## config.mk

```make
export PLATFORM = sky130hd
export DESIGN_NAME = sram_rw_sequencer
export DESIGN_NICKNAME = d
export VERILOG_FILES = /design/src/rtl/sram_rw_sequencer.sv
export SDC_FILE = /design/constraint.sdc
export NUM_CORES = 1
export LEC_CHECK = 0
export ABC_AREA = 1
export CORE_ASPECT_RATIO = 1.2
export CORE_UTILIZATION = 46
export DETAILED_ROUTE_END_ITERATION = 10
export PLACE_DENSITY = 0.79
export SETUP_SLACK_MARGIN = 0.2
export SLEW_MARGIN = 30
export SYNTH_ARGS = -nofsm -noshare
export SYNTH_HDL_FRONTEND = slang
export SYNTH_SLANG_ARGS = --single-unit
```

## constraint.sdc

```tcl
create_clock -name clk -period 1.9 [get_ports clk]
set_input_delay 0.57 -clock clk [delete_from_list [all_inputs] [get_ports clk]]
set_output_delay 0.57 -clock clk [all_outputs]
set_load 0.005 [all_outputs]
```

## src/rtl/sram_rw_sequencer.sv

```systemverilog
// Phase sequencer for the SRAM macro: precharge, wordline/bitline development,
// sense and capture for reads; precharge then driven write for writes.
module sram_rw_sequencer #(
    parameter int ROWS    = 16,
    parameter int COLS    = 16,
    parameter int T_PRE   = 2,
    parameter int T_DEV   = 3,
    parameter int T_SENSE = 1,
    parameter int T_WR    = 2
) (
    input  logic                    clk,
    input  logic                    rst_n,
    input  logic                    req_valid,
    output logic                    req_ready,
    input  logic                    req_we,
    input  logic [$clog2(ROWS)-1:0] req_addr,
    input  logic [COLS-1:0]         req_wdata,
    output logic                    rsp_valid,
    output logic                    rsp_err,
    output logic [COLS-1:0]         rsp_rdata,
    output logic                    precharge_en,
    output logic [ROWS-1:0]         wl,
    output logic                    sae,
    output logic                    wr_drv_en,
    output logic [COLS-1:0]         bl_wdata,
    input  logic [COLS-1:0]         sa_dout,
    output logic                    busy
);

    localparam int AW    = $clog2(ROWS);
    localparam int TMAX1 = (T_PRE > T_DEV) ? T_PRE : T_DEV;
    localparam int TMAX2 = (T_SENSE > T_WR) ? T_SENSE : T_WR;
    localparam int TMAX  = (TMAX1 > TMAX2) ? TMAX1 : TMAX2;
    localparam int CW    = $clog2(TMAX + 1);
    localparam logic [AW:0] ROWS_V = ROWS[AW:0];

    typedef enum logic [2:0] {IDLE, PRE, DEV, SENSE, CAPT, WRITE, DONE} state_t;

    state_t          state, state_nxt;
    logic [CW-1:0]   cnt, cnt_nxt;
    logic            we_q;
    logic [AW-1:0]   addr_q;
    logic [COLS-1:0] wdata_q;
    logic            addr_ok;
    logic            accept;
    logic [ROWS-1:0] row_sel;
    logic            wl_phase;
    logic            rsp_phase;

    assign req_ready = (state == IDLE);
    assign busy      = ~req_ready;
    assign accept    = req_valid && req_ready;
    assign addr_ok   = ({1'b0, addr_q} < ROWS_V);
    assign row_sel   = ROWS'(1) << addr_q;
    assign wl_phase  = (state_nxt == DEV) || (state_nxt == SENSE) || (state_nxt == WRITE);
    assign rsp_phase = (state_nxt == CAPT) || (state_nxt == DONE);

    always_comb begin
        state_nxt = state;
        cnt_nxt   = cnt;
        case (state)
            IDLE: begin
                if (accept) begin
                    state_nxt = PRE;
                    cnt_nxt   = CW'(T_PRE - 1);
                end
            end
            PRE: begin
                if (cnt == '0) begin
                    state_nxt = we_q ? WRITE : DEV;
                    cnt_nxt   = we_q ? CW'(T_WR - 1) : CW'(T_DEV - 1);
                end else begin
                    cnt_nxt = cnt - CW'(1);
                end
            end
            DEV: begin
                if (cnt == '0) begin
                    state_nxt = SENSE;
                    cnt_nxt   = CW'(T_SENSE - 1);
                end else begin
                    cnt_nxt = cnt - CW'(1);
                end
            end
            SENSE: begin
                if (cnt == '0) state_nxt = CAPT;
                else           cnt_nxt   = cnt - CW'(1);
            end
            WRITE: begin
                if (cnt == '0) state_nxt = DONE;
                else           cnt_nxt   = cnt - CW'(1);
            end
            CAPT:    state_nxt = IDLE;
            DONE:    state_nxt = IDLE;
            default: state_nxt = IDLE;
        endcase
    end

    always_ff @(posedge clk or negedge rst_n) begin
        if (!rst_n) begin
            state <= IDLE;
            cnt   <= '0;
        end else begin
            state <= state_nxt;
            cnt   <= cnt_nxt;
        end
    end

    always_ff @(posedge clk or negedge rst_n) begin
        if (!rst_n) begin
            we_q    <= 1'b0;
            addr_q  <= '0;
            wdata_q <= '0;
        end else if (accept) begin
            we_q    <= req_we;
            addr_q  <= req_addr;
            wdata_q <= req_wdata;
        end
    end

    // Array controls are decoded from the next state so they come straight off flops.
    // sae is gated by a valid row so it never fires without a wordline.
    always_ff @(posedge clk or negedge rst_n) begin
        if (!rst_n) begin
            precharge_en <= 1'b0;
            wl           <= '0;
            sae          <= 1'b0;
            wr_drv_en    <= 1'b0;
            bl_wdata     <= '0;
            rsp_valid    <= 1'b0;
            rsp_err      <= 1'b0;
            rsp_rdata    <= '0;
        end else begin
            precharge_en <= (state_nxt == PRE);
            wl           <= (wl_phase && addr_ok) ? row_sel : '0;
            sae          <= (state_nxt == SENSE) && addr_ok;
            wr_drv_en    <= (state_nxt == WRITE);
            bl_wdata     <= (state_nxt == WRITE) ? wdata_q : '0;
            rsp_valid    <= rsp_phase;
            rsp_err      <= rsp_phase && !addr_ok;
            if (state == SENSE && cnt == '0) begin
                rsp_rdata <= addr_ok ? sa_dout : '0;
            end
        end
    end

endmodule

```

=== Yosys cells after proc, flatten, opt, wreduce, memory -nomap -nowiden ===
Index checks and enable logic that the tools add are counted.

* Flip-flop bits (word level): 78
* Latch bits: 0
* Memory bits (writable): 0
* ROM bits: 0
* Input bits: 40
* Output and inout port bits: 55
* Logic and storage cells: 52
* Memories: 0

* Add/subtract/negate cells: 1
* Multipliers: 0
* Div/mod/pow operators: 0
* $lt $le $gt $ge: 0
* Equal/unequal tests: 12
* Shift operators: 1
* Multiplexer cells: 15
* Bitwise gates (word level): 1
* Reductions and logical operators: 10

{| class="wikitable"
|+ Operator list
! operator !! count
|-
| 2-to-1 mux 16 bit || 2
|-
| 2-to-1 mux 3 bit || 6
|-
| left shift 1 x 4 -> 16 bit (first input constant) || 1
|-
| case mux 3 bit (5 select lines) || 1
|-
| == test 3 x 2 -> 1 bit (second input constant) || 4
|-
| == test 3 bit (second input constant) || 4
|-
| 2-to-1 mux 2 bit || 5
|-
| case mux 2 bit (4 select lines) || 1
|-
| == test 3 x 1 -> 1 bit (second input constant) || 2
|-
| nonzero test 4 bit || 1
|-
| logical NOT 3 bit || 1
|-
| logical OR 1 bit || 3
|-
| AND reduction 3 bit || 1
|-
| logical AND 1 bit || 2
|-
| logical NOT 2 bit || 1
|-
| != test 2 x 1 -> 1 bit (second input constant) || 1
|-
| != test 2 bit (second input constant) || 1
|-
| OR reduction 2 bit || 1
|-
| subtractor 2 x 1 -> 2 bit (second input constant) || 1
|-
| inverter 1 bit || 1
|}

=== Logic depth before layout (Yosys ltp) ===
Gate-level depths: netlist (run 1).

* Depth after elaboration: 8
* Mapped depth: 10

=== Worst setup path after synthesis (run 1) ===
OpenSTA, ideal clock, no wires.

* Kind: register -> register
* Start point: reg cnt[0]
* End point: reg rsp_rdata[7]
* Library setup time: 0.125 ns
* Data arrival time: 1.536 ns
* Data required time: 1.775 ns
* Slack: 0.239 ns
* Stages on the path, launching flop included: 8
* Buffers on the path: 1
* Period minus slack after synthesis: 1.661 ns
* Path through: dfrtp_1 inv_1 ha_1 nand2_1 inv_1 nand2_2 buf_2 mux2_2

* Cells in the longest elaborated chain, start to end: 2

{| class="wikitable"
|+ Ends and longest elaborated chain
! item !! RTL line !! RTL
|-
| from (decl) || 40 || <nowiki>logic [CW-1:0] cnt, cnt_nxt;</nowiki>
|-
| from (signal assigned) || 104 || <nowiki>cnt <= cnt_nxt;</nowiki>
|-
| logical NOT 2 bit || 140 || <nowiki>if (state == SENSE && cnt == '0) begin</nowiki>
|-
| logical AND 1 bit || 140 ||
|-
| to (signal assigned) || 141 || <nowiki>rsp_rdata <= addr_ok ? sa_dout : '0;</nowiki>
|-
| to (decl) || 20 || <nowiki>output logic [COLS-1:0] rsp_rdata,</nowiki>
|}

No other way between the ends.
A chain may end at the register's enable or synchronous reset.

=== Worst setup path in the final report (run 1) ===
* Start point: reg state[2]
* End point: out req_ready

* Cells in the longest elaborated chain, start to end: 1

{| class="wikitable"
|+ Ends and longest elaborated chain
! item !! RTL line !! RTL
|-
| from (decl) || 39 || <nowiki>state_t state, state_nxt;</nowiki>
|-
| from (signal assigned) || 103 || <nowiki>state <= state_nxt;</nowiki>
|-
| logical NOT 3 bit || 50 || <nowiki>assign req_ready = (state == IDLE);</nowiki>
|-
| to (decl) || 14 || <nowiki>output logic req_ready,</nowiki>
|}

No other way between the ends.

==> results of run 1 <==
[power by group through the flow]
stage | registers [µW] | logic (µW) | clock network [µW]
2_1_floorplan | 2530 | 1390 | 0
3_3_place_gp | 2560 | 2470 | 0
3_5_place_dp | 2580 | 2540 | 0
4_1_cts | 2530 | 2450 | 1210
5_1_grt | 2620 | 2910 | 1270
6_report | 2540 | 2620 | 1170
[path summary, 6_finish.rpt]
path	end	slack, ps
max	req_ready	240
min	wdata_q[12]	150
max reg2reg	wl[15]	280
min reg2reg	rsp_rdata[12]	490
max in group asynchronous	cnt[0]	1230
min in group clk	rsp_rdata[12]	490
[Yosys cell counts, types with 4 or more instances]
library cell,instances,area [µm²]
sky130_fd_sc_hd__nand3_1,6,30.0
sky130_fd_sc_hd__a21oi_2,4,35.0
sky130_fd_sc_hd__clkbuf_1,8,30.0
sky130_fd_sc_hd__ha_1,4,50.1
sky130_fd_sc_hd__inv_2,8,30.0
sky130_fd_sc_hd__nand4_1,18,113
sky130_fd_sc_hd__inv_1,26,97.6
sky130_fd_sc_hd__dfrtp_1,78,1950
sky130_fd_sc_hd__mux2_2,9,101
sky130_fd_sc_hd__nor2_1,42,158
sky130_fd_sc_hd__mux2_1,7,78.8
sky130_fd_sc_hd__nand2_1,16,60.1
sky130_fd_sc_hd__a21oi_1,37,185
sky130_fd_sc_hd__clkinv_1,4,15.0
sky130_fd_sc_hd__o21ai_0,4,20.0
[layer usage]
layer	vias to the layer above	wire length (µm)	global-route usage
met4	0	142	0.104
li1	1151	-	-
met1	1153	2680	0.250
met5	-	0	0
met3	16	325	0.0482
met2	81	3140	0.305
[logic make-up (layout without fill, tap and decap cells)]
logic type / after synthesis / count (layout) / share of synthesized area
flops: 78 / 78 / 0.634
fa+ha+maj: 4 / 4 / 0.0163
buf+inv: 52 / 167 / 0.0695
compound gates: 46 / 46 / 0.0834
other cells: 1 / 1 / 0.00122
simple gates: 89 / 89 / 0.137
mux: 16 / 16 / 0.0586
[layout make-up]
class	instances	area share
Inverter	38	0.0322
Sequential cell	78	0.441
Clock buffer	9	0.0280
Clock inverter	6	0.0144
Multi-Input combinational cell	156	0.222
Tap cell	85	0.0240
Timing Repair Buffer	114	0.238
[sequential cells by signal (all words and copies together), names as in the netlist]
signal,count
rsp_rdata,16
rsp_valid,1
bl_wdata,16
wr_drv_en,1
we_q,1
cnt,2
wdata_q,16
wl,16
sae,1
state,3
addr_q,4
precharge_en,1
[layout by cell type (no fill, tap or decap), drive strengths merged]
cell / synthesis / final
conb: 1 / 1
dlygate4sd2: 0 / 52
ha: 4 / 4
clkinv: 4 / 7
nand4: 19 / 19
mux2: 16 / 16
a21oi: 41 / 41
nand3: 7 / 7
buf: 6 / 22
inv: 34 / 34
nor3: 1 / 1
bufinv: 0 / 1
clkdlybuf4s50: 0 / 38
clkbuf: 8 / 11
nand2: 18 / 18
clkinvlp: 0 / 2
dfrtp: 78 / 78
nor2: 44 / 44
o21ai: 5 / 5
[through the flow]
| stage | hold slack, ps | total power (µW) | instance area [µm²] |
|---|---|---|---|
| floorplan | 274 | 3910 | 3080 |
| global placement | 469 | 5030 | 4140 |
| detailed placement | 476 | 5120 | 4140 |
| CTS | 147 | 6200 | 4330 |
| global route | 167 | 6790 | 4430 |
| finish | 150 | 6340 | 4430 |
[timing repair]
item | in CTS | in global routing
pin swaps | 4 | 6
setup endpoints to repair | 92 | 50
setup buffers | 7 | 3
gates resized for setup | 63 | 12
cloned | 0 | 1
[critical path, delay by kind of cell (launching register included)]
kind / cells / cell delay, ps
flip-flops: 1 / 390
AND/OR/NAND/NOR: 2 / 210
buffers and inverters: 2 / 150
==> impl_results.html, run 1 <==
<table>
<tr><th>Metric</th><th>Value</th></tr>
<tr><th colspan="2">Outcome</th></tr>
<tr><td>Outcome</td><td>finished, final reports clean</td></tr>
<tr><th colspan="2">Synthesis</th></tr>
<tr><td>Count of flip-flops with a built-in enable after synthesis</td><td>0</td></tr>
<tr><td>Number of standard cells after synthesis</td><td>286</td></tr>
<tr><td>Avg Cell Area, Syn</td><td>10.8 µm²</td></tr>
<tr><td>Post-synthesis instance area</td><td>3080 µm²</td></tr>
<tr><td>Number of distinct standard cells referenced by the synthesized netlist</td><td>25</td></tr>
<tr><td>Share of synthesized area occupied by flip-flops and latches</td><td>0.634</td></tr>
<tr><td>Register bit count reported by yosys</td><td>78</td></tr>
<tr><td>YS warnings</td><td>0</td></tr>
<tr><td>Proportion of synthesized flip-flops having asynchronous set or reset</td><td>1.00</td></tr>
<tr><td>Most used DFF post-synth</td><td>sky130_fd_sc_hd__dfrtp_1</td></tr>
<tr><td>Syn_nets</td><td>330</td></tr>
<tr><th colspan="2">Pwr</th></tr>
<tr><td>Reported net switching power</td><td>2270 µW</td></tr>
<tr><td>Internal Pwr Total</td><td>4070 µW</td></tr>
<tr><td>Sequential fraction of design power</td><td>0.401</td></tr>
<tr><td>Static leakage</td><td>0.00227 µW</td></tr>
<tr><td>Fraction of power spent switching nets</td><td>0.358</td></tr>
<tr><td>Power share of the combinational group</td><td>0.413</td></tr>
<tr><td>Worst VDD drop</td><td>781 µV</td></tr>
<tr><td>Clock share of power</td><td>0.185</td></tr>
<tr><td>Total power divided by cell area</td><td>1430 nW/µm²</td></tr>
<tr><th colspan="2">Clock tree</th></tr>
<tr><td>Inserted Clock Buffers</td><td>9</td></tr>
<tr><td>Number of buffers on the longest clock path</td><td>2</td></tr>
<tr><td>Sinks on Clock Net</td><td>78</td></tr>
<tr><td>Clock latency reported for the late side of the worst-skew pair</td><td>340 ps</td></tr>
<tr><td>Level count of the clock H-tree</td><td>3</td></tr>
<tr><td>Hold buffers post-CTS</td><td>0</td></tr>
<tr><td>Cell chosen for the clock root</td><td>sky130_fd_sc_hd__clkbuf_8</td></tr>
<tr><td>Clock slew at the register clock pins of the worst setup and hold paths</td><td>80 ps</td></tr>
<tr><td>CTS tree</td><td>yes</td></tr>
<tr><th colspan="2">Die</th></tr>
<tr><td>Width of the die</td><td>76.7 µm</td></tr>
<tr><td>Placement row count</td><td>32</td></tr>
<tr><td>Initial standard-cell utilization of the core</td><td>0.477</td></tr>
<tr><td>Floorplan die area</td><td>7020 µm²</td></tr>
<tr><td>Chip height</td><td>91.6 µm</td></tr>
<tr><td>I/O pins</td><td>95</td></tr>
<tr><td>Area of the core</td><td>6450 µm²</td></tr>
<tr><th colspan="2">Route</th></tr>
<tr><td>Drt drc</td><td>0</td></tr>
<tr><td>DRT antenna net count</td><td>0</td></tr>
<tr><td>Average wire per cell in the routed design</td><td>12.9 µm</td></tr>
<tr><td>First-pass detailed-route iteration total</td><td>4</td></tr>
<tr><td>Vias</td><td>2401</td></tr>
<tr><td>Detailed Route WL</td><td>6280 µm</td></tr>
<tr><td>DRC marker count from the first detailed-route iteration</td><td>141</td></tr>
<tr><td>Via-per-instance ratio</td><td>4.94</td></tr>
<tr><th colspan="2">Setup path</th></tr>
<tr><td>Data required, critical path</td><td>1330 ps</td></tr>
<tr><td>Arrival time worst endpoint</td><td>1090 ps</td></tr>
<tr><td>FF-to-FF Start</td><td>cnt[1]</td></tr>
<tr><td>R2r worst-path depth</td><td>9</td></tr>
<tr><td>Startpoint kind of the worst setup timing path</td><td>register</td></tr>
<tr><td>Largest stage delay, worst path</td><td>390 ps</td></tr>
<tr><td>Worst Setup End Kind</td><td>primary output</td></tr>
<tr><td>Slowest cell on the critical path</td><td>sky130_fd_sc_hd__dfrtp_1</td></tr>
<tr><td>Crit-path cells</td><td>nor2_2 -&gt; nand2_1 -&gt; inv_1 -&gt; clkbuf_2</td></tr>
<tr><td>Classification of the worst setup path</td><td>register to primary output</td></tr>
<tr><td>First element of the critical path</td><td>state[2]</td></tr>
<tr><td>Highest fanout seen on the critical path</td><td>2</td></tr>
<tr><th colspan="2">Place</th></tr>
<tr><td>Setup slack after placement</td><td>2.64 ps</td></tr>
<tr><td>Count of input and output buffers</td><td>93</td></tr>
<tr><td>Placed Cells</td><td>460</td></tr>
<tr><td>Placed wire-length estimate</td><td>4230 µm</td></tr>
<tr><td>Gpl congestion</td><td>0.809</td></tr>
<tr><th colspan="2">STA</th></tr>
<tr><td>Max-slew violation count</td><td>0</td></tr>
<tr><td>Fin Clk Skew</td><td>6.89 ps</td></tr>
<tr><td>Setup WS post-layout</td><td>236 ps</td></tr>
<tr><td>Final Hold Violating Endpoints</td><td>0</td></tr>
<tr><td>Sum Neg Setup Slack</td><td>0 ps</td></tr>
<tr><td>Clock period minus final worst setup slack</td><td>1660 ps</td></tr>
<tr><td>Setup repair after global routing missed its margin</td><td>true</td></tr>
<tr><td>Achievable frequency</td><td>0.601 GHz</td></tr>
<tr><td>Setup-violating endpoint count in the final report</td><td>0</td></tr>
<tr><td>Part of the cycle the worst path needs</td><td>0.876</td></tr>
<tr><th colspan="2">Layout</th></tr>
<tr><td>Total number of nets in the final design</td><td>441</td></tr>
<tr><td>Share of final-layout standard cells stronger than drive strength 1</td><td>0.190</td></tr>
<tr><td>Final core utilization</td><td>0.687</td></tr>
<tr><td>Area overhead of the layout relative to synthesis</td><td>43.9%</td></tr>
<tr><td>Antenna Cells</td><td>0</td></tr>
<tr><td>Multi-input logic area</td><td>985 µm²</td></tr>
<tr><td>Number of non-filler instances in the completed layout</td><td>486</td></tr>
<tr><td>Number of filler cells placed in the layout</td><td>516</td></tr>
<tr><td>Sequential Area</td><td>1950 µm²</td></tr>
<tr><th colspan="2">GRT</th></tr>
<tr><td>Wire length of the first global-routing pass</td><td>10600 µm</td></tr>
<tr><td>Congestion Overflow GR</td><td>0</td></tr>
<tr><td>Largest net degree at the start of global routing</td><td>43</td></tr>
<tr><td>Antenna violations before repair</td><td>0</td></tr>
<tr><td>Global-route usage over all layers</td><td>0.195</td></tr>
<tr><td>Via count of the first global-routing pass</td><td>2386</td></tr>
<tr><th colspan="2">Flow run</th></tr>
<tr><td># Max-Cap Violations</td><td>0</td></tr>
<tr><th colspan="2">Worst hold path</th></tr>
<tr><td>Classification of the worst-slack hold path</td><td>primary input to async pin</td></tr>
</table>
Power figures use the tool's default switching activity.
==> run 2, diff against run 1 <==
Settings changed: TNS_END_PERCENT set to 50.
==> run 2 against run 1 <==
Combinational power barely moved; critical path type unchanged; largest power group unchanged; largest cell class unchanged; highest routed layer unchanged; first-iteration DRC count decreased by 28%; clock-buffer cell count unchanged; die area did not move; sequential cell count did not move.
==> impl_results.html, run 2 (synthesized netlist as in run 1, its figures left out) <==
<table>
<tr><th>Metric</th><th>Value</th></tr>
<tr><th colspan="2">Pwr</th></tr>
<tr><td>Static leakage</td><td>0.00253 µW (was 0.00227 µW)</td></tr>
<tr><td>Post-route total power</td><td>6320 µW (was 6340 µW)</td></tr>
<tr><td>Total power divided by cell area</td><td>1410 nW/µm² (was 1430 nW/µm²)</td></tr>
<tr><td>Worst VDD drop</td><td>777 µV (was 781 µV)</td></tr>
<tr><th colspan="2">STA</th></tr>
<tr><td>Part of the cycle the worst path needs</td><td>0.905 (was 0.876)</td></tr>
<tr><td>Setup-violating endpoint count in the final report</td><td>0 (unchanged)</td></tr>
<tr><td>Achievable frequency</td><td>0.581 GHz (was 0.601 GHz)</td></tr>
<tr><td>Worst hold slack</td><td>149 ps (was 150 ps)</td></tr>
<tr><td>Max-slew violation count</td><td>0 (unchanged)</td></tr>
<tr><td>Sum Neg Setup Slack</td><td>0 ps (unchanged)</td></tr>
<tr><td>Clock period minus final worst setup slack</td><td>1720 ps (was 1660 ps)</td></tr>
<tr><td>Final Hold Violating Endpoints</td><td>0 (unchanged)</td></tr>
<tr><td>Fin Clk Skew</td><td>8.58 ps (was 6.89 ps)</td></tr>
<tr><td>Setup repair after global routing missed its margin</td><td>true (unchanged)</td></tr>
<tr><th colspan="2">Setup path</th></tr>
<tr><td>First element of the critical path</td><td>rsp_valid (was state[2])</td></tr>
<tr><td>Slowest cell on the critical path</td><td>sky130_fd_sc_hd__clkdlybuf4s50_1 (was sky130_fd_sc_hd__dfrtp_1)</td></tr>
<tr><td>Arrival time worst endpoint</td><td>1150 ps (was 1090 ps)</td></tr>
<tr><td>Top cell family by delay on the critical path</td><td>buffers and inverters (was flip-flops)</td></tr>
<tr><td>Startpoint kind of the worst setup timing path</td><td>register (unchanged)</td></tr>
<tr><td>Worst path buffer plus inverter count</td><td>1 (was 2)</td></tr>
<tr><td>Crit-path cells</td><td>clkdlybuf4s50_1 (was nor2_2 -&gt; nand2_1 -&gt; inv_1 -&gt; clkbuf_2)</td></tr>
<tr><td>FF-to-FF Start</td><td>cnt[0] (was cnt[1])</td></tr>
<tr><td>Classification of the worst setup path</td><td>register to primary output (unchanged)</td></tr>
<tr><td>Data required, critical path</td><td>1330 ps (about the same)</td></tr>
<tr><td>Worst Setup End Kind</td><td>primary output (unchanged)</td></tr>
<tr><td>Highest fanout seen on the critical path</td><td>1 (was 2)</td></tr>
<tr><td>Largest stage delay, worst path</td><td>490 ps (was 390 ps)</td></tr>
<tr><th colspan="2">Clock tree</th></tr>
<tr><td>Sinks on Clock Net</td><td>78 (unchanged)</td></tr>
<tr><td>Clock latency reported for the late side of the worst-skew pair</td><td>350 ps (was 340 ps)</td></tr>
<tr><td>Clock slew at the register clock pins of the worst setup and hold paths</td><td>80 ps (about the same)</td></tr>
<tr><td>Inserted Clock Buffers</td><td>9 (unchanged)</td></tr>
<tr><td>CTS tree</td><td>yes (unchanged)</td></tr>
<tr><td>Level count of the clock H-tree</td><td>3 (unchanged)</td></tr>
<tr><td>Cell chosen for the clock root</td><td>sky130_fd_sc_hd__clkbuf_8 (unchanged)</td></tr>
<tr><td>Number of buffers on the longest clock path</td><td>2 (unchanged)</td></tr>
<tr><th colspan="2">GRT</th></tr>
<tr><td>Antenna violations before repair</td><td>0 (unchanged)</td></tr>
<tr><td>Congestion Overflow GR</td><td>0 (unchanged)</td></tr>
<tr><td>Largest net degree at the start of global routing</td><td>43 (unchanged)</td></tr>
<tr><td>Global-route usage over all layers</td><td>0.194 (was 0.195)</td></tr>
<tr><td>Via count of the first global-routing pass</td><td>2377 (was 2386)</td></tr>
<tr><td>Wire length of the first global-routing pass</td><td>10500 µm (was 10600 µm)</td></tr>
<tr><th colspan="2">Route</th></tr>
<tr><td>Average wire per cell in the routed design</td><td>12.9 µm (about the same)</td></tr>
<tr><td>DRC marker count from the first detailed-route iteration</td><td>102 (was 141)</td></tr>
<tr><td>Drt drc</td><td>0 (unchanged)</td></tr>
<tr><td>First-pass detailed-route iteration total</td><td>4 (unchanged)</td></tr>
<tr><td>Detailed Route WL</td><td>6230 µm (was 6280 µm)</td></tr>
<tr><td>Via-per-instance ratio</td><td>4.91 (was 4.94)</td></tr>
<tr><td>DRT antenna net count</td><td>0 (unchanged)</td></tr>
<tr><td>Vias</td><td>2376 (was 2401)</td></tr>
<tr><th colspan="2">Layout</th></tr>
<tr><td>Commonest non-fill, non-tap cell in the layout</td><td>sky130_fd_sc_hd__dfrtp_1 (unchanged)</td></tr>
<tr><td>Antenna Cells</td><td>0 (unchanged)</td></tr>
<tr><td>Share of final-layout standard cells stronger than drive strength 1</td><td>0.183 (was 0.190)</td></tr>
<tr><td>Number of filler cells placed in the layout</td><td>487 (was 516)</td></tr>
<tr><td>Total number of nets in the final design</td><td>439 (was 441)</td></tr>
<tr><td>Area overhead of the layout relative to synthesis</td><td>45.3% (was 43.9%)</td></tr>
<tr><td>Commonest non-fill, non-tap cells in the layout</td><td>sky130_fd_sc_hd__dfrtp_1 (78), sky130_fd_sc_hd__nor2_1 (41), sky130_fd_sc_hd__clkdlybuf4s50_1 (39), sky130_fd_sc_hd__a21oi_1 (35), sky130_fd_sc_hd__dlygate4sd2_1 (28) (was sky130_fd_sc_hd__dfrtp_1 (78), sky130_fd_sc_hd__dlygate4sd2_1 (52), sky130_fd_sc_hd__nor2_1 (41), sky130_fd_sc_hd__clkdlybuf4s50_1 (38), sky130_fd_sc_hd__a21oi_1 (34))</td></tr>
<tr><th colspan="2">Place</th></tr>
<tr><td>Gpl congestion</td><td>0.809 (unchanged)</td></tr>
<tr><td>Count of input and output buffers</td><td>93 (unchanged)</td></tr>
<tr><td>Placed wire-length estimate</td><td>4230 µm (unchanged)</td></tr>
<tr><th colspan="2">Die</th></tr>
<tr><td>Width of the die</td><td>76.7 µm (unchanged)</td></tr>
<tr><td>Initial standard-cell utilization of the core</td><td>0.477 (unchanged)</td></tr>
<tr><td>I/O pins</td><td>95 (unchanged)</td></tr>
<tr><td>Placement row count</td><td>32 (unchanged)</td></tr>
<tr><td>Floorplan die area</td><td>7020 µm² (unchanged)</td></tr>
<tr><td>Area of the core</td><td>6450 µm² (unchanged)</td></tr>
<tr><td>Chip height</td><td>91.6 µm (unchanged)</td></tr>
<tr><th colspan="2">Flow run</th></tr>
<tr><td># Max-Cap Violations</td><td>0 (unchanged)</td></tr>
<tr><th colspan="2">Worst hold path</th></tr>
<tr><td>Classification of the worst-slack hold path</td><td>primary input to async pin (unchanged)</td></tr>
<tr><th colspan="2">Outcome</th></tr>
<tr><td>Outcome</td><td>finished, final reports clean (unchanged)</td></tr>
</table>
run 2: cell count changes in the layout (fill, tap and decap cells not counted):
| cell | previous run | this run |
|---|---|---|
| sky130_fd_sc_hd__a21oi_1 | 34 | 35 |
| sky130_fd_sc_hd__dlygate4sd2_1 | 52 | 28 |
| sky130_fd_sc_hd__dlymetal6s2s_1 | 0 | 23 |
| sky130_fd_sc_hd__ha_4 | 2 | 1 |
| sky130_fd_sc_hd__clkdlybuf4s50_1 | 38 | 39 |
| sky130_fd_sc_hd__a21oi_4 | 3 | 1 |
| sky130_fd_sc_hd__buf_4 | 19 | 17 |
| sky130_fd_sc_hd__a21oi_2 | 4 | 5 |
| sky130_fd_sc_hd__ha_2 | 0 | 1 |
run 2: area by class of cell:
type / instances / area (µm²) / area share
flip-flops and latches: 78 / 1950 / 0.437
repair buffers: 112 / 1130 / 0.252
multi-input cells: 156 / 956 / 0.214
inverters: 38 / 143 / 0.0319
clock buffers: 9 / 124 / 0.0277
well taps: 85 / 106 / 0.0238
clock inverters: 6 / 63.8 / 0.0143
run 2: what timing repair did:
action                     CTS  global route
setup endpoints to repair   92            74
gates cloned                 0             1
resized for setup           39            31
buffers inserted             7             1
pin swaps                    4             5
hold buffers                 0             0
run 2: metal layers:
| metal | global-route usage | vias up | part of all wire |
|---|---|---|---|
| met5 | 0 | - | 0 |
| met4 | 0.109 | 0 | 0.025 |
| met3 | 0.0492 | 14 | 0.053 |
| met2 | 0.302 | 81 | 0.50 |
| met1 | 0.248 | 1136 | 0.43 |
| li1 | - | 1145 | - |
run 2: where the power goes:
group	internal, µW	switching (µW)	leakage, µW
Combinational	1240	1360	0.00147
Clock	596	580	0.0000911
Sequential	2250	286	0.000973
Total	4090	2230	0.00253
run 2: worst paths after layout:
kind,end,slack (ps),cells after the start
hold reg to reg,rsp_rdata[12],490,1
min in group clk,rsp_rdata[12],490,1
max in group asynchronous,cnt[0],1240,2
hold / removal,wdata_q[12],150,1
setup / recovery,rsp_valid,180,1
setup reg to reg,wl[13],250,8
run 2: through the flow:
| stage | std cells | setup slack [ps] | util | instance area, µm² |
|---|---|---|---|---|
| 6_report | 484 | 180 | 0.694 | 4470 |
| 5_1_grt | 484 | 135 | 0.694 | 4470 |
| 4_1_cts | 482 | 112 | 0.677 | 4360 |
| 3_5_place_dp | 460 | 2.64 | 0.642 | 4140 |
| 3_3_place_gp | 460 | 86.3 | 0.642 | 4140 |
| 2_1_floorplan | 286 | 239 | - | 3080 |
==> run 3, diff against run 2 <==
Settings changed: CORE_MARGIN set to 4, CORE_UTILIZATION 46 to 42, PLACE_DENSITY 0.79 to 0.76.
Clock period 1.9 ns to 1.5 ns, I/O delays scaled along.
==> run 3 against run 2 <==
The flow now finishes with violations (setup timing); sequential share of layout area decreased by 0.28 points; combinational power increased by 47%; worst setup slack got worse by 240 ps; critical path type is now register to register; largest cell class unchanged; highest routed layer unchanged.
==> impl_results.html, run 3 (synthesized netlist as in run 1, its figures left out) <==
<table>
<tr><th>Metric</th><th>Value</th></tr>
<tr><th colspan="2">Layout</th></tr>
<tr><td>Antenna Cells</td><td>0 (unchanged)</td></tr>
<tr><td>Commonest non-fill, non-tap cells in the layout</td><td>sky130_fd_sc_hd__dfrtp_1 (78), sky130_fd_sc_hd__buf_2 (54), sky130_fd_sc_hd__clkdlybuf4s50_1 (38), sky130_fd_sc_hd__a21oi_1 (27), sky130_fd_sc_hd__inv_1 (22) (was sky130_fd_sc_hd__dfrtp_1 (78), sky130_fd_sc_hd__nor2_1 (41), sky130_fd_sc_hd__clkdlybuf4s50_1 (39), sky130_fd_sc_hd__a21oi_1 (35), sky130_fd_sc_hd__dlygate4sd2_1 (28))</td></tr>
<tr><td>Share of final-layout standard cells stronger than drive strength 1</td><td>0.420 (was 0.183)</td></tr>
<tr><td>Area overhead of the layout relative to synthesis</td><td>46.2% (was 45.3%)</td></tr>
<tr><td>Commonest non-fill, non-tap cell in the layout</td><td>sky130_fd_sc_hd__dfrtp_1 (unchanged)</td></tr>
<tr><td>Number of non-filler instances in the completed layout</td><td>492 (was 484)</td></tr>
<tr><td>Total number of nets in the final design</td><td>444 (was 439)</td></tr>
<tr><td>Number of filler cells placed in the layout</td><td>571 (was 487)</td></tr>
<tr><td>Final core utilization</td><td>0.645 (was 0.694)</td></tr>
<tr><th colspan="2">GRT</th></tr>
<tr><td>Congestion Overflow GR</td><td>0 (unchanged)</td></tr>
<tr><td>Wire length of the first global-routing pass</td><td>10900 µm (was 10500 µm)</td></tr>
<tr><td>Largest net degree at the start of global routing</td><td>79 (was 43)</td></tr>
<tr><td>Antenna violations before repair</td><td>0 (unchanged)</td></tr>
<tr><td>Met3 Track Usage GR</td><td>0.0407 (was 0.0492)</td></tr>
<tr><td>Via count of the first global-routing pass</td><td>2312 (was 2377)</td></tr>
<tr><td>Global-route usage over all layers</td><td>0.160 (was 0.194)</td></tr>
<tr><td>Met2 Track Usage GR</td><td>0.255 (was 0.302)</td></tr>
<tr><td>GR Util met1</td><td>0.214 (was 0.248)</td></tr>
<tr><td>Global route hottest layer</td><td>met2 (unchanged)</td></tr>
<tr><th colspan="2">Route</th></tr>
<tr><td>Via-per-instance ratio</td><td>4.78 (was 4.91)</td></tr>
<tr><td>DRC marker count from the first detailed-route iteration</td><td>62 (was 102)</td></tr>
<tr><td>Detailed Route WL</td><td>6890 µm (was 6230 µm)</td></tr>
<tr><td>Vias</td><td>2353 (was 2376)</td></tr>
<tr><td>Average wire per cell in the routed design</td><td>14.0 µm (was 12.9 µm)</td></tr>
<tr><td>Drt drc</td><td>0 (unchanged)</td></tr>
<tr><td>First-pass detailed-route iteration total</td><td>4 (unchanged)</td></tr>
<tr><td>DRT antenna net count</td><td>0 (unchanged)</td></tr>
<tr><th colspan="2">Setup path</th></tr>
<tr><td>Register-to-Register Setup Slack</td><td>-60 ps (was 250 ps)</td></tr>
<tr><td>Highest fanout seen on the critical path</td><td>19 (was 1)</td></tr>
<tr><td>Arrival time worst endpoint</td><td>1810 ps (was 1150 ps)</td></tr>
<tr><td>Data required, critical path</td><td>1760 ps (was 1330 ps)</td></tr>
<tr><td>Startpoint kind of the worst setup timing path</td><td>register (unchanged)</td></tr>
<tr><td>Classification of the worst setup path</td><td>register to register (was register to primary output)</td></tr>
<tr><td>Endpoint of the worst register-to-register path</td><td>wl[7] (was wl[13])</td></tr>
<tr><td>FF-to-FF Start</td><td>cnt[0] (unchanged)</td></tr>
<tr><td>R2r worst-path depth</td><td>9 (was 8)</td></tr>
<tr><td>Worst Setup End Kind</td><td>register (was primary output)</td></tr>
<tr><th colspan="2">STA</th></tr>
<tr><td>Setup repair after global routing missed its margin</td><td>true (unchanged)</td></tr>
<tr><td>Clock period minus final worst setup slack</td><td>1560 ps</td></tr>
<tr><td>Achievable frequency</td><td>0.643 GHz</td></tr>
<tr><td>Final Hold Violating Endpoints</td><td>0 (unchanged)</td></tr>
<tr><td>Part of the cycle the worst path needs</td><td>1.04</td></tr>
<tr><td>Setup-violating endpoint count in the final report</td><td>18 (was 0)</td></tr>
<tr><td>Fin Clk Skew</td><td>9.14 ps (was 8.58 ps)</td></tr>
<tr><td>Max-slew violation count</td><td>0 (unchanged)</td></tr>
<tr><td>Setup WS post-layout</td><td>-55.8 ps (was 180 ps)</td></tr>
<tr><th colspan="2">Die</th></tr>
<tr><td>Area of the core</td><td>6980 µm² (was 6450 µm²)</td></tr>
<tr><td>Placement row count</td><td>33 (was 32)</td></tr>
<tr><td>Floorplan die area</td><td>8760 µm² (was 7020 µm²)</td></tr>
<tr><td>Chip height</td><td>102 µm (was 91.6 µm)</td></tr>
<tr><td>Initial standard-cell utilization of the core</td><td>0.441 (was 0.477)</td></tr>
<tr><td>I/O pins</td><td>95 (unchanged)</td></tr>
<tr><td>Width of the die</td><td>86.1 µm (was 76.7 µm)</td></tr>
<tr><th colspan="2">Place</th></tr>
<tr><td>Gpl congestion</td><td>0.812 (was 0.809)</td></tr>
<tr><td>Count of input and output buffers</td><td>93 (unchanged)</td></tr>
<tr><td>Placed wire-length estimate</td><td>4630 µm (was 4230 µm)</td></tr>
<tr><td>Setup slack after placement</td><td>-253 ps (was 2.64 ps)</td></tr>
<tr><td>Placed Cells</td><td>471 (was 460)</td></tr>
<tr><th colspan="2">Pwr</th></tr>
<tr><td>Static leakage</td><td>0.00230 µW (was 0.00253 µW)</td></tr>
<tr><td>Worst VDD drop</td><td>1040 µV (was 777 µV)</td></tr>
<tr><td>Total power divided by cell area</td><td>1950 nW/µm² (was 1410 nW/µm²)</td></tr>
<tr><th colspan="2">Flow run</th></tr>
<tr><td># Max-Cap Violations</td><td>0 (unchanged)</td></tr>
<tr><th colspan="2">Clock tree</th></tr>
<tr><td>Hold buffers post-CTS</td><td>0 (unchanged)</td></tr>
<tr><td>Number of buffers on the longest clock path</td><td>2 (unchanged)</td></tr>
<tr><td>Sinks on Clock Net</td><td>78 (unchanged)</td></tr>
<tr><td>Level count of the clock H-tree</td><td>3 (unchanged)</td></tr>
<tr><td>CTS tree</td><td>yes (unchanged)</td></tr>
<tr><td>Clock latency reported for the late side of the worst-skew pair</td><td>340 ps (was 350 ps)</td></tr>
<tr><td>Inserted Clock Buffers</td><td>9 (unchanged)</td></tr>
<tr><td>Cell chosen for the clock root</td><td>sky130_fd_sc_hd__clkbuf_8 (unchanged)</td></tr>
<tr><td>Clock slew at the register clock pins of the worst setup and hold paths</td><td>80 ps (about the same)</td></tr>
<tr><th colspan="2">Outcome</th></tr>
<tr><td>Outcome</td><td>finished with violations (was finished, final reports clean)</td></tr>
<tr><td>Failing checks</td><td>setup timing</td></tr>
<tr><th colspan="2">Worst hold path</th></tr>
<tr><td>Classification of the worst-slack hold path</td><td>primary input to async pin (unchanged)</td></tr>
</table>
-- run 3: cell count changes in the layout (fill, tap and decap cells not counted), sizes merged --
cell           previous run  this run
clkinvlp                  2         1
buf                      20        79
dlygate4sd2              28         0
clkdlybuf4s50            39        38
dlymetal6s2s             23         0
inv                      34        35
bufinv                    1         2
clkinv                    7         5
-- run 3: report_power, final --
part	internal, µW	switching, µW
registers	2860	379
logic	1770	2050
clock network	987	748
total	5610	3180
-- run 3: final cells by class --
class,instances,area [µm²],share of cell area
clock buffer,11,141,0.0314
clock inverter,5,81.3,0.0181
inverter,38,148,0.0328
multi-input combinational,156,1160,0.259
sequential,78,1950,0.434
tap,87,109,0.0242
timing repair buffer,117,905,0.201
-- run 3: layer usage --
metal / wire length [µm] / up-vias
met5: 0 / -
met4: 68 / 0
met3: 470 / 7
met2: 3330 / 75
met1: 3020 / 1120
li1: - / 1151
-- run 3: worst max-delay path by stage --
stage               from  cells past startpoint        end  slack, ps
2_1_floorplan     cnt[0]                     10     wl[10]         20
3_3_place_gp   req_valid                      6      wl[6]       -200
3_5_place_dp   req_valid                      6      wl[7]       -250
4_1_cts         state[1]                      4  req_ready        -70
5_1_grt           cnt[1]                      9      wl[7]       -130
6_report          cnt[0]                      9      wl[7]        -60
-- run 3: critical path, cell delays in order (launching register included) --
cell,delay (ps)
sky130_fd_sc_hd__dfrtp_1,400
sky130_fd_sc_hd__inv_2,100
sky130_fd_sc_hd__ha_4,190
sky130_fd_sc_hd__nand2_4,60
sky130_fd_sc_hd__inv_4,70
sky130_fd_sc_hd__nor2_4,40
sky130_fd_sc_hd__a21oi_4,180
sky130_fd_sc_hd__nand3_4,120
sky130_fd_sc_hd__buf_12,180
sky130_fd_sc_hd__a21oi_2,140
-- run 3: what timing repair did --
action	4_1_cts	5_1_grt
setup buffers	1	4
endpoints found under the setup margin	108	118
pin swaps	4	2
gates resized for setup	259	20
gates cloned	0	0
-- run 3: stage by stage --
step                setup TNS [ps]  total power, µW  area (µm²)  hold slack (ps)
finish                        -457             8790        4500             86.6
CTS                           -507             8610        4400              128
global placement             -6600             6730        4280              456
global route                 -3050             9390        4500              149
floorplan                        0             5050        3120              154
detailed placement           -7490             6880        4280              474
==> edit 1: new RTL, settings of run 2 <==
Change the parameter `COLS` from 16 to 32.
--- a/src/rtl/sram_rw_sequencer.sv
+++ b/src/rtl/sram_rw_sequencer.sv
@@ -2,7 +2,7 @@
 // sense and capture for reads; precharge then driven write for writes.
 module sram_rw_sequencer #(
     parameter int ROWS    = 16,
-    parameter int COLS    = 16,
+    parameter int COLS    = 32,
     parameter int T_PRE   = 2,
     parameter int T_DEV   = 3,
     parameter int T_SENSE = 1,
Ports: changed (resized bl_wdata, req_wdata, rsp_rdata and sa_dout); port bits go from 95 to 159. No check against the original RTL was run, so the function may have changed too.
==> edit 1 against run 2 <==
- final area increased by 69%
- core utilization increased by 5.8 points
- non-clock buffer count increased by 75
- total power increased by 86%
- largest power group unchanged
- clock power increased to 2.6 times the old value
- first-iteration DRC count increased by 28%
- synthesized cell count increased by 48%
- sequential cell count increased by 48
- sequential power increased by 65%
- area after synthesis increased by 55%
- final cell count increased by 54%
- critical endpoint is now wl[12]
- maximum frequency decreased by 4.9%
- routed wire length increased by 79%
- worst setup slack got worse by 0.088 ns
==> edit 1: results <==
group,metric,value,unit
clock_tree,clkTransAtPathRegs,0.05,ns
global_routing,grtUsageTotal,0.1958,
power,seq_power,4.19,mW
layout,nonClkBufAreaFrac,0.2559,
critical_path,crit_start,"cnt[1]",
clock_tree,postCtsSetupBuffers,1,
timing,whs,0.1021,ns
global_routing,grt_pass1_vias,3512,
clock_tree,clock-sinks,126,
layout,drive_gt1_frac,0.2573,
place,dpl_cell_area,6573,µm²
logic_synthesis,mappedNetlistNets,500,
place,place_hpwl,7.086,mm
detailed_routing,totalWireLength,11.14,mm
power,leakage,3.828,nW
power,p_sw,3.794,mW
place,port_buffers,157,
critical_path,cp_slowest_cell,"dfrtp_1",
critical_path,arrival,2.10,ns
layout,clockBufferCount,24,
layout,final_cell_area,7560,µm²
critical_path,r2r-end,"wl[12]",
global_routing,use_met2,0.3213,
layout,final_nets,683,
layout,n_all_buffers,187,
clock_tree,ctsResizeCount,61,
critical_path,cp_top_family,"simple AND/OR/NAND/NOR gates",
layout,multi_input_gates,222,
clock_tree,cts-root-buf,"clkbuf_16",
clock_tree,numCtsBuffers,17,
detailed_routing,wl_met1,4.324,mm
critical_path,critPathCapture,"wl[12]",
clock_tree,clk-insertion-delay-late,0.40,ns
critical_path,slowest_delay,0.40,ns
layout,seqCellArea,3153,µm²
global_routing,grt_first_pass_wirelength,16.04,mm
power,p_clk,3.07,mW
layout,nFillCells,670,
floorplan,core,10060,µm²
global_routing,grt_max_degree,39,
layout,multi_input_area_share,0.2049,
status,status,"complete, no violations",
logic_synthesis,synthTopCellsByArea,"dfrtp_1, mux2_2, a21oi_1",
global_routing,use_met1,0.2267,
detailed_routing,dr_wl_met3,798,µm
critical_path,worstPathMaxFanout,8,
edit 1: changes by cell type after synthesis, moves of 7 or more:
cell,change
mux2_2,+23
a21oi_1,+18
buf_2,+8
mux2_1,-7
inv_1,+18
nor2_2,+9
dfrtp_1,+48
nor2_1,+25
edit 1: cells by family after synthesis:
| family | after synthesis | synth area share |
|---|---|---|
| compound gates | 61 | 0.06625 |
| fa+ha+maj | 4 | 0.01052 |
| buf+inv | 76 | 0.06677 |
| flops | 126 | 0.6625 |
| mux | 32 | 0.07571 |
| other cells | 1 | 0.0007879 |
| simple gates | 124 | 0.1175 |
edit 1: through the flow:
step / std cells / total power [mW]
3_5_place_dp: 699 / 8.188
4_1_cts: 730 / 10.96
6_report: 744 / 11.74
2_1_floorplan: 424 / 6.072
5_1_grt: 744 / 12.47
3_3_place_gp: 699 / 8.021
==> edit 2: new RTL, config.mk and constraints of run 2 <==
Without the edit above. Make the reset (`rst_n`) synchronous in 3 clocked blocks.
--- a/src/rtl/sram_rw_sequencer.sv
+++ b/src/rtl/sram_rw_sequencer.sv
@@ -95,7 +95,7 @@
         endcase
     end
 
-    always_ff @(posedge clk or negedge rst_n) begin
+    always_ff @(posedge clk) begin
         if (!rst_n) begin
             state <= IDLE;
             cnt   <= '0;
@@ -105,7 +105,7 @@
         end
     end
 
-    always_ff @(posedge clk or negedge rst_n) begin
+    always_ff @(posedge clk) begin
         if (!rst_n) begin
             we_q    <= 1'b0;
             addr_q  <= '0;
@@ -119,7 +119,7 @@
 
     // Array controls are decoded from the next state so they come straight off flops.
     // sae is gated by a valid row so it never fires without a wordline.
-    always_ff @(posedge clk or negedge rst_n) begin
+    always_ff @(posedge clk) begin
         if (!rst_n) begin
             precharge_en <= 1'b0;
             wl           <= '0;
Behaviour: differs if rst_n is asserted again (counterexample within 4 cycles, from zero or initial values and one cycle with rst_n low); with rst_n held inactive, the same outputs for 10 cycles.
==> edit 2 against run 2 <==
- total power is 25% lower
- non-clock buffer count is 1 lower
- area after synthesis shrank 11%
- final area decreased by 6.1%
- routed wire length shrank 0.13%
- via count is 3.4% higher
- worst setup slack lost 0.018 ns
- sequential cell count did not move
- clock skew about the same
==> edit 2: results <==
group,metric,value,unit
layout,inverters_excl_clock,37,
timing,whs,0.4248,ns
logic_synthesis,synthTopCellsByArea,"dfxtp_1, nor2_1, o21ai_0",
critical_path,rr_startpoint,"cnt[0]",
logic_synthesis,syn-mean-instance-area,8.288,µm²
detailed_routing,dr_wl_met3,447,µm
logic_synthesis,ys_types,22,
layout,seqCellArea,1585,µm²
critical_path,reg2reg_depth,10,
critical_path,arrival,1.17,ns
layout,multi_input_area_share,0.2589,
place,dpl.cell_count,503,
place,place_hpwl,4.351,mm
critical_path,crit_start,"sae",
critical_path,r2r-end,"wl[7]",
power,seqPwrFrac,0.420,
global_routing,grt_pass1_vias,2192,
layout,instances_no_fill,525,
place,dpl_cell_area,3811,µm²
status,status,"complete, no violations",
logic_synthesis,yosys-top-cells-count,"nor2_1, dfxtp_1, o21ai_0, inv_1, a21oi_1",
power,leakage,1.916,nW
logic_synthesis,mappedNetlistNets,374,
layout,n_all_buffers,111,
layout,clk_share,0.04857,
power,seq_power,1.98,mW
global_routing,grtUsageTotal,0.2006,
## edit 2: changes by cell type after synthesis, moves of 7 or more
cell,delta
nand4_1,-18
dfxtp_1,+78
dfrtp_1,-78
o21ai_0,+37
inv_1,+8
a21oi_1,-13
mux2_1,-7
mux2_2,-9
nand2_4,+7
nor2_1,+41
## edit 2: cells by family (layout without fill, tap and decap cells)
family | after synthesis | in the layout | share of synthesized area
fa+ha+maj | 4 | 4 | 0.01830
buf+inv | 49 | 164 | 0.07182
other cells | 1 | 1 | 0.001371
compound gates | 66 | 66 | 0.1208
simple gates | 132 | 132 | 0.2168
flops | 78 | 78 | 0.5709
## edit 2: metal layers
metal  vias to the layer above  track usage
met3                         9      0.04767
li1                       1249            -
met1                      1110       0.2329
met4                         0       0.1016
met2                        89       0.3424
met5                         -            0
## edit 2: timing repair
action | in CTS | in global routing
setup buffers | 1 | 5
hold buffers | 0 | 0
endpoints found under the hold margin | 0 | 0
gates resized for setup | 39 | 46
endpoints found under the setup margin | 73 | 95
pin swaps | 2 | 11
